[src/rtl/iguana_gpio_ctrl.sv]
// rtl/iguana_gpio_ctrl.sv - parametrised GPIO controller: synchronised, debounced inputs, edge IRQs, register slave
module iguana_gpio_ctrl #(
    parameter int NumGpio      = 8,
    parameter int SyncStages   = 2,
    parameter int CntWidth     = 16,
    parameter int RegAddrWidth = 5
) (
    input  logic                    clk_i,
    input  logic                    rst_ni,
    input  logic                    reg_valid_i,
    input  logic                    reg_write_i,
    input  logic [RegAddrWidth-1:0] reg_addr_i,
    input  logic [31:0]             reg_wdata_i,
    input  logic [3:0]              reg_wstrb_i,
    output logic [31:0]             reg_rdata_o,
    output logic                    reg_ready_o,
    output logic                    reg_error_o,
    input  logic [NumGpio-1:0]      gpio_i,
    output logic [NumGpio-1:0]      gpio_o,
    output logic [NumGpio-1:0]      gpio_en_no,
    output logic                    irq_o
);

    localparam logic [RegAddrWidth-1:0] AddrDataOut  = RegAddrWidth'('h00);
    localparam logic [RegAddrWidth-1:0] AddrOe       = RegAddrWidth'('h04);
    localparam logic [RegAddrWidth-1:0] AddrDataIn   = RegAddrWidth'('h08);
    localparam logic [RegAddrWidth-1:0] AddrRiseEn   = RegAddrWidth'('h0C);
    localparam logic [RegAddrWidth-1:0] AddrFallEn   = RegAddrWidth'('h10);
    localparam logic [RegAddrWidth-1:0] AddrStatus   = RegAddrWidth'('h14);
    localparam logic [RegAddrWidth-1:0] AddrDebounce = RegAddrWidth'('h18);

    logic [NumGpio-1:0]  data_out_q, oe_q, rise_en_q, fall_en_q;
    logic [NumGpio-1:0]  irq_status_q, irq_status_d, irq_set, irq_clr;
    logic [CntWidth-1:0] debounce_q;
    logic [NumGpio-1:0]  gpio_o_q, gpio_en_nq;
    logic [NumGpio-1:0]  sync_q [SyncStages];
    logic [NumGpio-1:0]  sync;
    logic [NumGpio-1:0]  stable_q, stable_d, rise, fall;
    logic [CntWidth-1:0] cnt_q [NumGpio];
    logic [CntWidth-1:0] cnt_d [NumGpio];

    logic [RegAddrWidth-1:0] addr;
    logic [31:0]             wmask, wdata_m, rdata;
    logic [NumGpio-1:0]      pin_wmask, pin_wdata;
    logic                    wr, mapped, read_only;
    logic                    we_dout, we_oe, we_rise, we_fall, we_status, we_deb;
    logic                    unused_bits;

    assign addr      = {reg_addr_i[RegAddrWidth-1:2], 2'b00};
    assign wmask     = {{8{reg_wstrb_i[3]}}, {8{reg_wstrb_i[2]}}, {8{reg_wstrb_i[1]}}, {8{reg_wstrb_i[0]}}};
    assign wdata_m   = reg_wdata_i & wmask;
    assign pin_wmask = wmask[NumGpio-1:0];
    assign pin_wdata = wdata_m[NumGpio-1:0];
    assign wr        = reg_valid_i & reg_write_i;

    assign unused_bits = ^{reg_addr_i[1:0], wmask, wdata_m};

    always_comb begin
        rdata     = '0;
        mapped    = 1'b1;
        read_only = 1'b0;
        case (addr)
            AddrDataOut:  rdata = 32'(data_out_q);
            AddrOe:       rdata = 32'(oe_q);
            AddrDataIn: begin
                rdata     = 32'(stable_q);
                read_only = 1'b1;
            end
            AddrRiseEn:   rdata = 32'(rise_en_q);
            AddrFallEn:   rdata = 32'(fall_en_q);
            AddrStatus:   rdata = 32'(irq_status_q);
            AddrDebounce: rdata = 32'(debounce_q);
            default:      mapped = 1'b0;
        endcase
    end

    assign reg_ready_o = reg_valid_i;
    assign reg_rdata_o = rdata;
    assign reg_error_o = reg_valid_i & (~mapped | (reg_write_i & read_only));

    assign we_dout   = wr & (addr == AddrDataOut);
    assign we_oe     = wr & (addr == AddrOe);
    assign we_rise   = wr & (addr == AddrRiseEn);
    assign we_fall   = wr & (addr == AddrFallEn);
    assign we_status = wr & (addr == AddrStatus);
    assign we_deb    = wr & (addr == AddrDebounce);

    assign sync = sync_q[SyncStages-1];

    // The >= compare lets a shortened DEBOUNCE value release an in-flight count at once.
    always_comb begin
        stable_d = stable_q;
        cnt_d    = cnt_q;
        for (int i = 0; i < NumGpio; i++) begin
            if (debounce_q == '0) begin
                stable_d[i] = sync[i];
                cnt_d[i]    = '0;
            end else if (sync[i] == stable_q[i]) begin
                cnt_d[i] = '0;
            end else if (cnt_q[i] >= debounce_q - CntWidth'(1)) begin
                stable_d[i] = sync[i];
                cnt_d[i]    = '0;
            end else begin
                cnt_d[i] = cnt_q[i] + CntWidth'(1);
            end
        end
    end

    assign rise         = stable_d & ~stable_q;
    assign fall         = ~stable_d & stable_q;
    assign irq_set      = (rise & rise_en_q) | (fall & fall_en_q);
    assign irq_clr      = we_status ? pin_wdata : '0;
    // A new event overrides a simultaneous clear so no edge is lost.
    assign irq_status_d = (irq_status_q & ~irq_clr) | irq_set;

    always_ff @(posedge clk_i or negedge rst_ni) begin
        if (!rst_ni) begin
            data_out_q   <= '0;
            oe_q         <= '0;
            rise_en_q    <= '0;
            fall_en_q    <= '0;
            irq_status_q <= '0;
            debounce_q   <= '0;
            gpio_o_q     <= '0;
            gpio_en_nq   <= '1;
            stable_q     <= '0;
            for (int s = 0; s < SyncStages; s++) sync_q[s] <= '0;
            for (int i = 0; i < NumGpio; i++) cnt_q[i] <= '0;
        end else begin
            sync_q[0] <= gpio_i;
            for (int s = 1; s < SyncStages; s++) sync_q[s] <= sync_q[s-1];
            for (int i = 0; i < NumGpio; i++) cnt_q[i] <= cnt_d[i];
            stable_q     <= stable_d;
            irq_status_q <= irq_status_d;
            gpio_o_q     <= data_out_q;
            gpio_en_nq   <= ~oe_q;
            if (we_dout) data_out_q <= (data_out_q & ~pin_wmask) | pin_wdata;
            if (we_oe)   oe_q       <= (oe_q & ~pin_wmask) | pin_wdata;
            if (we_rise) rise_en_q  <= (rise_en_q & ~pin_wmask) | pin_wdata;
            if (we_fall) fall_en_q  <= (fall_en_q & ~pin_wmask) | pin_wdata;
            if (we_deb)  debounce_q <= (debounce_q & ~wmask[CntWidth-1:0]) | wdata_m[CntWidth-1:0];
        end
    end

    assign gpio_o     = gpio_o_q;
    assign gpio_en_no = gpio_en_nq;
    assign irq_o      = |irq_status_q;

endmodule

[config.mk]
export PLATFORM = sky130hd
export DESIGN_NAME = iguana_gpio_ctrl
export DESIGN_NICKNAME = d
export VERILOG_FILES = /design/src/rtl/iguana_gpio_ctrl.sv
export SDC_FILE = /design/constraint.sdc
export NUM_CORES = 1
export LEC_CHECK = 0
export CORE_ASPECT_RATIO = 0.7
export CORE_MARGIN = 10
export CORE_UTILIZATION = 50
export CTS_CLUSTER_SIZE = 40
export DETAILED_ROUTE_END_ITERATION = 8
export PLACE_DENSITY_LB_ADDON = 0.1
export SYNTH_ARGS = -nofsm -noshare
export SYNTH_HDL_FRONTEND = slang
export SYNTH_SLANG_ARGS = --single-unit
[constraint.sdc]
create_clock -name clk_i -period 4.2 [get_ports clk_i]
set_clock_uncertainty 0.05 [all_clocks]
set_input_delay 0.84 -clock clk_i [delete_from_list [all_inputs] [get_ports clk_i]]
set_output_delay 0.84 -clock clk_i [all_outputs]
set_load 0.01 [all_outputs]
==> results of run 1 <==
## layout by cell type (no fill, tap or decap), drive strengths merged, types with 5 or more instances in the layout
cell           synthesis  routed
a2111oi                6       6
a211o                  7       7
a211oi                 9       9
a21o                  17      17
a21oi                 19      19
a221oi                 5       5
a22oi                  7       7
a31oi                  8       8
and2                  16      16
and3                  30      30
and4                   6       6
buf                   31      47
bufinv                 0       7
clkbuf                19      25
clkdlybuf4s50          0      66
clkinv                 0       9
conb                   1      16
dfrtp                216     216
dfstp                  8       8
ha                   121     121
inv                   43      44
mux2                  48      48
mux2i                  6       6
nand2                 99      99
nand2b                 9       9
nand3                 66      66
nand4                 18      18
nor2                 187     187
nor2b                 11      11
nor3                  26      26
nor3b                  7       7
nor4                   6       6
o21a                   6       6
o21ai                 44      44
o21bai                 5       5
or3                    6       6
or4                    9      10
xnor2                 63      63
xor2                  76      76
## power breakdown
group	total, uW	leakage [uW]	switching, uW	internal [uW]
registers	2740	0.00293	299	2440
logic	2080	0.00374	1190	888
clock network	2410	0.000439	927	1480
total	7230	0.00712	2420	4810
## how the worst min path moves through the flow
stage	slack [ps]	endpoint	cells after the start
final	180	cnt_q[116]	1
after global routing	230	cnt_q[116]	1
after CTS	210	cnt_q[116]	1
after detailed placement	280	sync[5]	0
after global placement	280	sync[2]	0
after floorplan	280	sync[0]	0
## through the flow
stage                     hold slack, ps  worst slack [ps]  util [%]
after floorplan                      281               262         -
after global placement               284               134      55.9
after detailed placement             285              45.2      55.9
after CTS                            212              28.6      59.3
after global routing                 226              16.1      59.5
final                                184               244      59.5
## cell families (layout without fill, tap and decap cells)
family          after synthesis  count (layout)  share of synthesized area, %
simple gates                503             504                          19.0
mux                          55              55                          4.73
compound gates              158             158                          8.16
fa+ha+maj                   125             125                          11.8
other cells                   1              16                        0.0285
buf+inv                      93             200                          3.67
flops                       224             224                          42.6
xor+xnor                    143             143                          9.98
## routing by layer
layer	GRT usage, %	vias to the layer above	part of all wire [%]
met2	30.2	170	43
met4	4.75	0	2.3
met3	3.78	49	4.6
met1	29.4	4777	50
met5	0	-	0
li1	-	4733	-
## repair_timing
item | in CTS | in global routing
gates resized for setup | 0 | 7
hold buffers | 0 | 0
setup endpoints to repair | 0 | 103
## layout make-up
type                    count  area [um2]  share of cell area, %
repair buffers            113        1050                   6.81
inverters                  43         161                   1.05
multi-input cells        1001        7200                   46.9
clock inverters            19         290                   1.89
well taps                 357         447                   2.91
flip-flops and latches    224        5620                   36.5
clock buffers              25         604                   3.93
==> run metrics, run 1 <==
status=completed; CTS Sinks=224; cts bufs inserted=24; Routed Antenna Nets=0; core footprint=0.0258 mm2; Buf+Inv Stages, Crit Path=1; antenna cells=0; critical path class=register to register; critical path depth in cells=11; peak supply drop=0.362 mV; Max H-tree Level=1; Mapped Avg Cell Area=10.1 um2; WL per Instance=18.9 um; Critical Path, Cell by Cell=or4_1, buf_4, or3_1, nor3_1, xnor2_2, ha_1, a21o_1, a21o_1, a211o_1, or4_4, nor2_1; initial core utilization=51.1%; Final setup violation count=0; Post-Route WL=33,600 um; crit start category=register; setup tns final=0 ps; clock root cell=clkbuf_16; instance area after placement=0.0144 mm2; largest net degree at the start of global routing=93; ys flop type=dfrtp_1; post-synthesis async set-or-reset flop share=100%; FF-to-FF End=cnt_q[115]; first-pass GRT wire length=54,000 um; critical path's top delay family=simple AND/OR/NAND/NOR gates; Post-synth EDFFs=0; Die X=214 um; clk slew on worst S/H paths=60 ps; Crit Path Max Fanout=16; fmax=253 MHz; Die Ht=156 um; Final period util=94.2%; IO buf count=67; max incr delay on CP=670 ps; row cnt=49; fraction of layout cells with a size suffix above 1=13.0%; vias per cell=5.46; pwr/cell area=471 mW/mm2; Worst Setup End Kind=register; finished layout cell area=0.0154 mm2; Reg2Reg Setup Slack=240 ps; minimum clock period=3960 ps; CP most frequent cell=a21o_1; top cells by area, synth=dfrtp_1 (41%), ha_1 (11%), xor2_1 (5.1%); Final Hold Viols=0; Initial DRC Count=642; RSZ-0062 raised after global routing=false; synth warn=0; IO Count=104; Worst Path Arrival=4370 ps; via count=9,729; fin cells=1,782; Max-Cap Viols=0; crit path to=cnt_q[115]; Gate Count Post-Synth=1,302; total power=7230 uW; placed cell count=1,737; hpwl dp=24,800 um; Req. time, crit path=4610 ps; final count of pins violating max slew=0; worst-margin pin slew=971 ps; vias in the first global route=9,587; Hold WC Path Type=input pin to async pin; clock latency on the worst-skew pair=550 ps; antenna violations before repair=0; share of the synthesized area in the top cell type=41.0%; Worst R2R Path Depth=11; Seq/Total Area, Yosys=42.6%; Post-CTS Setup Inserts=0; Placer Congestion=0.929; Final #Nets=1,581; Yosys top cell by area=dfrtp_1; most instantiated cells after synthesis=dfrtp_1 (216), nor2_1 (167), ha_1 (121); leak pwr=0.00712 uW; area grow syn2layout=16.6%; DR pass1 iterations=5; Overflow after GRT=0; fill count=2,197; CTS tree=built; Slew headroom=35.0%; post-synth cell types=67; DIE AREA=0.0334 mm2; Mapped Area=0.0132 mm2; DRC=0; most common cell in the synthesized netlist=dfrtp_1; CTS Buffer Depth=3; Slowest-stage cell, CP=or4_4; Seq cells post-synth=224; Tot GR Track Use=20.1%
Note: power is estimated with default switching activity, not from simulation.
==> run 2: changes to the inputs <==
- CTS_CLUSTER_SIZE: 40 -> 8
==> run 2 against run 1 <==
  * Die area unchanged
  * Non-clock buffer count unchanged
  * Global-route usage barely moved
  * Utilization down 0.053 points
  * Worst setup slack worse by 1.8 ps
  * Critical path depth unchanged
  * Via count grew 0.81%
  * Cell count rose by 0.73%
  * Clock power is 4% lower
  * Count of clock-buffer cells in the layout grew 31
  * Largest cell class unchanged
  * Largest power group unchanged
  * Highest routed layer unchanged
==> run metrics, run 2 (synthesized netlist as in run 1, its figures left out) <==
status=completed (unchanged); leak pwr=0.00709 uW (was 0.00712 uW); minimum clock period=3960 ps (about the same); antenna cells=0 (unchanged); commonest non-fill, non-tap cell in the layout=dfrtp_1 (unchanged); CTS Sinks=224 (unchanged); IO buf count=67 (unchanged); worst-margin pin slew=989 ps (was 971 ps); Resize count post-CTS=0 (unchanged); crit start category=register (unchanged); Placer Congestion=0.929 (unchanged); RSZ-0062 raised after global routing=false (unchanged); clk slew on worst S/H paths=60 ps (about the same); instance area after placement=0.0144 mm2 (unchanged); Die X=214 um (unchanged); largest net degree at the start of global routing=93 (unchanged); FF+latch area=0.00562 mm2 (unchanged); fraction of layout cells with a size suffix above 1=12.2% (was 13.0%); Die Ht=156 um (unchanged); Final Hold Viols=0 (unchanged); final count of pins violating max slew=0 (unchanged); area of the multi-input gates=0.00721 mm2 (was 0.00720 mm2); busiest grt layer=met2 (unchanged); Final period util=94.2% (about the same); IO Count=104 (unchanged); Routed Antenna Nets=0 (unchanged); initial core utilization=51.1% (unchanged); Worst Path Arrival=4390 ps (was 4370 ps); clock root cell=clkbuf_16 (unchanged); Slowest-stage cell, CP=or4_4 (unchanged); GRT met1 Usage=29.2% (was 29.4%); Reg2Reg Setup Slack=240 ps (about the same); cts bufs inserted=31 (was 24); vias per cell=5.46 (about the same); Initial DRC Count=705 (was 642); core footprint=0.0258 mm2 (unchanged); Hold-fix buffers, CTS=0 (unchanged); Overflow after GRT=0 (unchanged); vias in the first global route=9,689 (was 9,587); fill count=2,207 (was 2,197); pwr/cell area=465 mW/mm2 (was 471 mW/mm2); fin cells=1,795 (was 1,782); commonest cells after routing, fill and taps aside=dfrtp_1 (216), nor2_1 (167), ha_1 (121) (unchanged); max incr delay on CP=670 ps (about the same); Max-Cap Viols=0 (unchanged); met2 global-route usage=30.4% (was 30.2%); antenna violations before repair=0 (unchanged); Worst Setup End Kind=register (unchanged); Hold WC Path Type=input pin to async pin (unchanged); CTS Buffer Depth=3 (unchanged); finished layout cell area=0.0154 mm2 (about the same); hpwl dp=24,800 um (unchanged); first-pass GRT wire length=54,000 um (about the same); DRC=0 (unchanged); placed cell count=1,737 (unchanged); peak supply drop=0.346 mV (was 0.362 mV); fmax=253 MHz (about the same); Critical Path, Cell by Cell=or4_1, buf_4, or3_1, nor3_1, xnor2_2, ha_1, a21o_1, a21o_1, a211o_1, or4_4, nor2_1 (unchanged); DR pass1 iterations=4 (was 5); M3 GR Usage=4.01% (was 3.78%); WL per Instance=18.8 um (was 18.9 um); Final #Nets=1,588 (was 1,581); CP most frequent cell=a21o_1 (unchanged); Tot GR Track Use=20.1% (about the same); Post-Route WL=33,700 um (was 33,600 um); Req. time, crit path=4630 ps (was 4610 ps); Max H-tree Level=1 (unchanged); Post-CTS Setup Inserts=0 (unchanged); critical path class=register to register (unchanged); setup tns final=0 ps (unchanged); Final setup violation count=0 (unchanged); Crit Path Max Fanout=16 (unchanged); via count=9,808 (was 9,729); clock latency on the worst-skew pair=570 ps (was 550 ps); area grow syn2layout=16.5% (was 16.6%); DIE AREA=0.0334 mm2 (unchanged); CTS tree=built (unchanged); row cnt=49 (unchanged); Slew headroom=33.7% (was 35.0%)
[run 2: cell count changes in the layout (fill, tap and decap cells not counted)]
cell / change
a211o_1: -2
clkinv_2: -8
a211o_2: +2
clkinv_8: -1
clkbuf_1: +24
bufinv_16: -7
clkinvlp_4: -2
clkbuf_16: +7
[run 2: final cells by class]
class | count | area share (%)
multi-input combinational | 1001 | 46.9
sequential | 224 | 36.6
timing repair buffer | 113 | 6.81
clock buffer | 56 | 5.66
tap | 357 | 2.91
inverter | 43 | 1.05
clock inverter | 1 | 0.0570
[run 2: report_power, final]
group,internal (uW),total [uW],switching (uW)
clock,1370,2310,935
sequential,2450,2740,299
combinational,890,2090,1200
[run 2: critical path, delay by kind of cell (launching register included)]
family	cells	cell delay, ps
AOI/OAI and AO/OA	3	660
xor gates and xnor gates	1	260
adders and majority gates	1	340
buffers and inverters	1	180
DFF	1	370
and+or+nand+nor	5	2020
[run 2: metal layers]
layer / vias up / part of all wire, %
li1: 4763 / -
met5: - / 0
met4: 0 / 2.0
met3: 45 / 5.1
met2: 197 / 44
met1: 4803 / 49
[run 2: worst paths after layout]
kind / start / endpoint / cells past startpoint
worst min-delay path: rst_ni / cnt_q[116] / 1
worst min register to register: sync_q[11] / sync[3] / 0
worst max-delay path: register / cnt_q[117] / 11
worst max register to register: register / cnt_q[117] / 11
min in group clk_i: sync_q[11] / sync[3] / 0
max in group asynchronous: rst_ni / cnt_q[113] / 2
[run 2: stage by stage]
stage	setup slack [ps]	hold WS (ps)	util, %	power, uW
floorplan	262	281	-	4040
global placement	134	284	55.9	4770
detailed placement	45.2	285	55.9	4830
CTS	24.6	191	59.3	7170
global route	41.5	200	59.5	7580
finish	242	174	59.5	7140
==> run 3: changes to the inputs <==
- CORE_UTILIZATION: 50 -> 59
- clock period: 4.2 -> 4.1 ns (I/O delays scaled with it)
==> run 3 against run 2 <==
  * Via count rose by 2.2%
  * Utilization rose by 11 points
  * Sequential share of layout area fell by 0.13 points
  * Total power rose by 3.4%
  * Cell count fell by 3.4%
  * Worst setup slack got worse by 160 ps
  * Worst hold slack improved by 38 ps
  * Register-to-register slack got worse by 160 ps
  * Global-route usage rose by 3.6 points
  * Sequential power rose by 3%
  * Non-clock buffer count rose by 16
  * Clock power barely moved
  * Critical path type unchanged
  * Largest power group unchanged
==> run metrics, run 3 (synthesized netlist as in run 1, its figures left out) <==
Tot GR Track Use=23.7% (was 20.1%); Reg power frac=38.1% (was 38.4%); combinational share of power=30.3% (was 29.2%); Worst Setup End Kind=register (unchanged); area grow syn2layout=16.9% (was 16.5%); NetSw=2500 uW (was 2430 uW); Die X=199 um (was 214 um); Placer Congestion=0.951 (was 0.929); via count=10,000 (was 9,808); Req. time, crit path=4490 ps (was 4630 ps); antenna cells=0 (unchanged); CTS tree=built (unchanged); total power=7380 uW (was 7140 uW); status=completed (unchanged); commonest cells after routing, fill and taps aside=dfrtp_1 (216), nor2_1 (167), ha_1 (121) (unchanged); Max-Cap Viols=0 (unchanged); Final setup violation count=0 (unchanged); clk slew on worst S/H paths=60 ps (about the same); hpwl dp=24,600 um (was 24,800 um); row cnt=45 (was 49); Worst R2R Path Depth=13 (was 11); RSZ-0062 raised after global routing=true (was false); pwr/cell area=479 mW/mm2 (was 465 mW/mm2); Reg2Reg Setup Slack=90 ps (was 240 ps); Worst Path Arrival=4400 ps (was 4390 ps); core footprint=0.0218 mm2 (was 0.0258 mm2); CTS Buffer Depth=3 (unchanged); leak pwr=0.00718 uW (was 0.00709 uW); commonest non-fill, non-tap cell in the layout=dfrtp_1 (unchanged); Die Ht=145 um (was 156 um); Crit Path Max Fanout=4 (was 16); first-pass GRT wire length=54,400 um (was 54,000 um); Hold WC Path Type=input pin to async pin (unchanged); final count of pins violating max slew=0 (unchanged); Initial DRC Count=759 (was 705); Post-Route WL=34,000 um (was 33,700 um); Final #Nets=1,603 (was 1,588); Overflow after GRT=0 (unchanged); cts bufs inserted=31 (unchanged); fraction of layout cells with a size suffix above 1=13.2% (was 12.2%); crit start category=register (unchanged); Slew headroom=34.8% (was 33.7%); setup ws final=87.0 ps (was 242 ps); switch share=33.9% (was 34.1%); Final Hold Viols=0 (unchanged); initial core utilization=60.3% (was 51.1%); critical path class=register to register (unchanged); CTS Sinks=224 (unchanged); antenna violations before repair=0 (unchanged); vias per cell=5.78 (was 5.46); vias in the first global route=9,885 (was 9,689); worst-margin pin slew=973 ps (was 989 ps); DRC=0 (unchanged); Pint=4880 uW (was 4710 uW); DR pass1 iterations=7 (was 4); Clock power frac=31.7% (was 32.3%); peak supply drop=0.361 mV (was 0.346 mV); DIE AREA=0.0288 mm2 (was 0.0334 mm2); IO Count=104 (unchanged); Max H-tree Level=1 (unchanged); minimum clock period=4010 ps (was 3960 ps); clock root cell=clkbuf_16 (unchanged); IO buf count=67 (unchanged); pre-CTS WS=-377 ps (was 45.2 ps); Final period util=97.9% (was 94.2%); clock latency on the worst-skew pair=560 ps (was 570 ps); fmax=249 MHz (was 253 MHz); largest net degree at the start of global routing=85 (was 93); Routed Antenna Nets=0 (unchanged); WL per Instance=19.6 um (was 18.8 um)
-- run 3: changes by cell type in the layout (fill, tap and decap cells not counted), moves of 2 or more --
cell / previous run / this run
xnor2_2: 4 / 6
xnor2_1: 59 / 57
buf_4: 44 / 58
buf_12: 2 / 4
-- run 3: metal layers --
layer	GRT usage, %	share of wire, %
met4	5.25	1.8
met5	0	0
met1	35.0	48
met2	34.1	43
met3	5.63	7.9
-- run 3: cell type report --
class | count | area (um2)
Multi-Input combinational cell | 1000 | 7220
Sequential cell | 224 | 5620
Fill cell | 1689 | 6440
Timing Repair Buffer | 129 | 1190
Inverter | 43 | 161
Clock buffer | 56 | 870
Tap cell | 282 | 353
-- run 3: critical path, cell delays in order (launching register included) --
cell and delay (ps):
dfrtp_1 370, or4_1 560, or4b_2 710, nor3_2 210
xnor2_2 150, buf_4 200, ha_1 310, and3_1 160
nand3_1 110, nor3b_1 210, nand4_1 130, o211ai_1 210
buf_4 190, mux2_2 320
-- run 3: stage by stage --
| stage | TNS (ps) | hold slack (ps) | instance area, um2 | util, % | cells |
|---|---|---|---|---|---|
| global placement | -3600 | 283 | 14500 | 66.2 | 1676 |
| finish | 0 | 212 | 15400 | 70.5 | 1734 |
| CTS | 0 | 223 | 15400 | 70.3 | 1732 |
| global route | -608 | 260 | 15400 | 70.5 | 1734 |
| detailed placement | -7950 | 286 | 14500 | 66.2 | 1676 |
| floorplan | 0 | 281 | 13200 | - | 1317 |
-- run 3: path summary, 6_finish.rpt --
path                            endpoint
max                          stable_q[5]
min                            cnt_q[97]
max reg2reg                  stable_q[5]
min reg2reg                      sync[3]
max in group asynchronous  gpio_en_no[1]
min in group clk_i               sync[3]
-- run 3: power groups by stage --
stage                     Clock [uW]  Combinational [uW]  Sequential [uW]
after floorplan                    0                1380             2760
after global placement             0                2120             2820
after detailed placement           0                2190             2820
after CTS                       2380                2220             2800
after global routing            2490                2480             2850
final                           2340                2230             2810
-- run 3: repair_timing --
action	CTS	global route
cloned	0	0
pin swaps	0	2
hold buffers	0	0
setup endpoints to repair	59	76
setup buffers	0	2
gates resized for setup	3	6
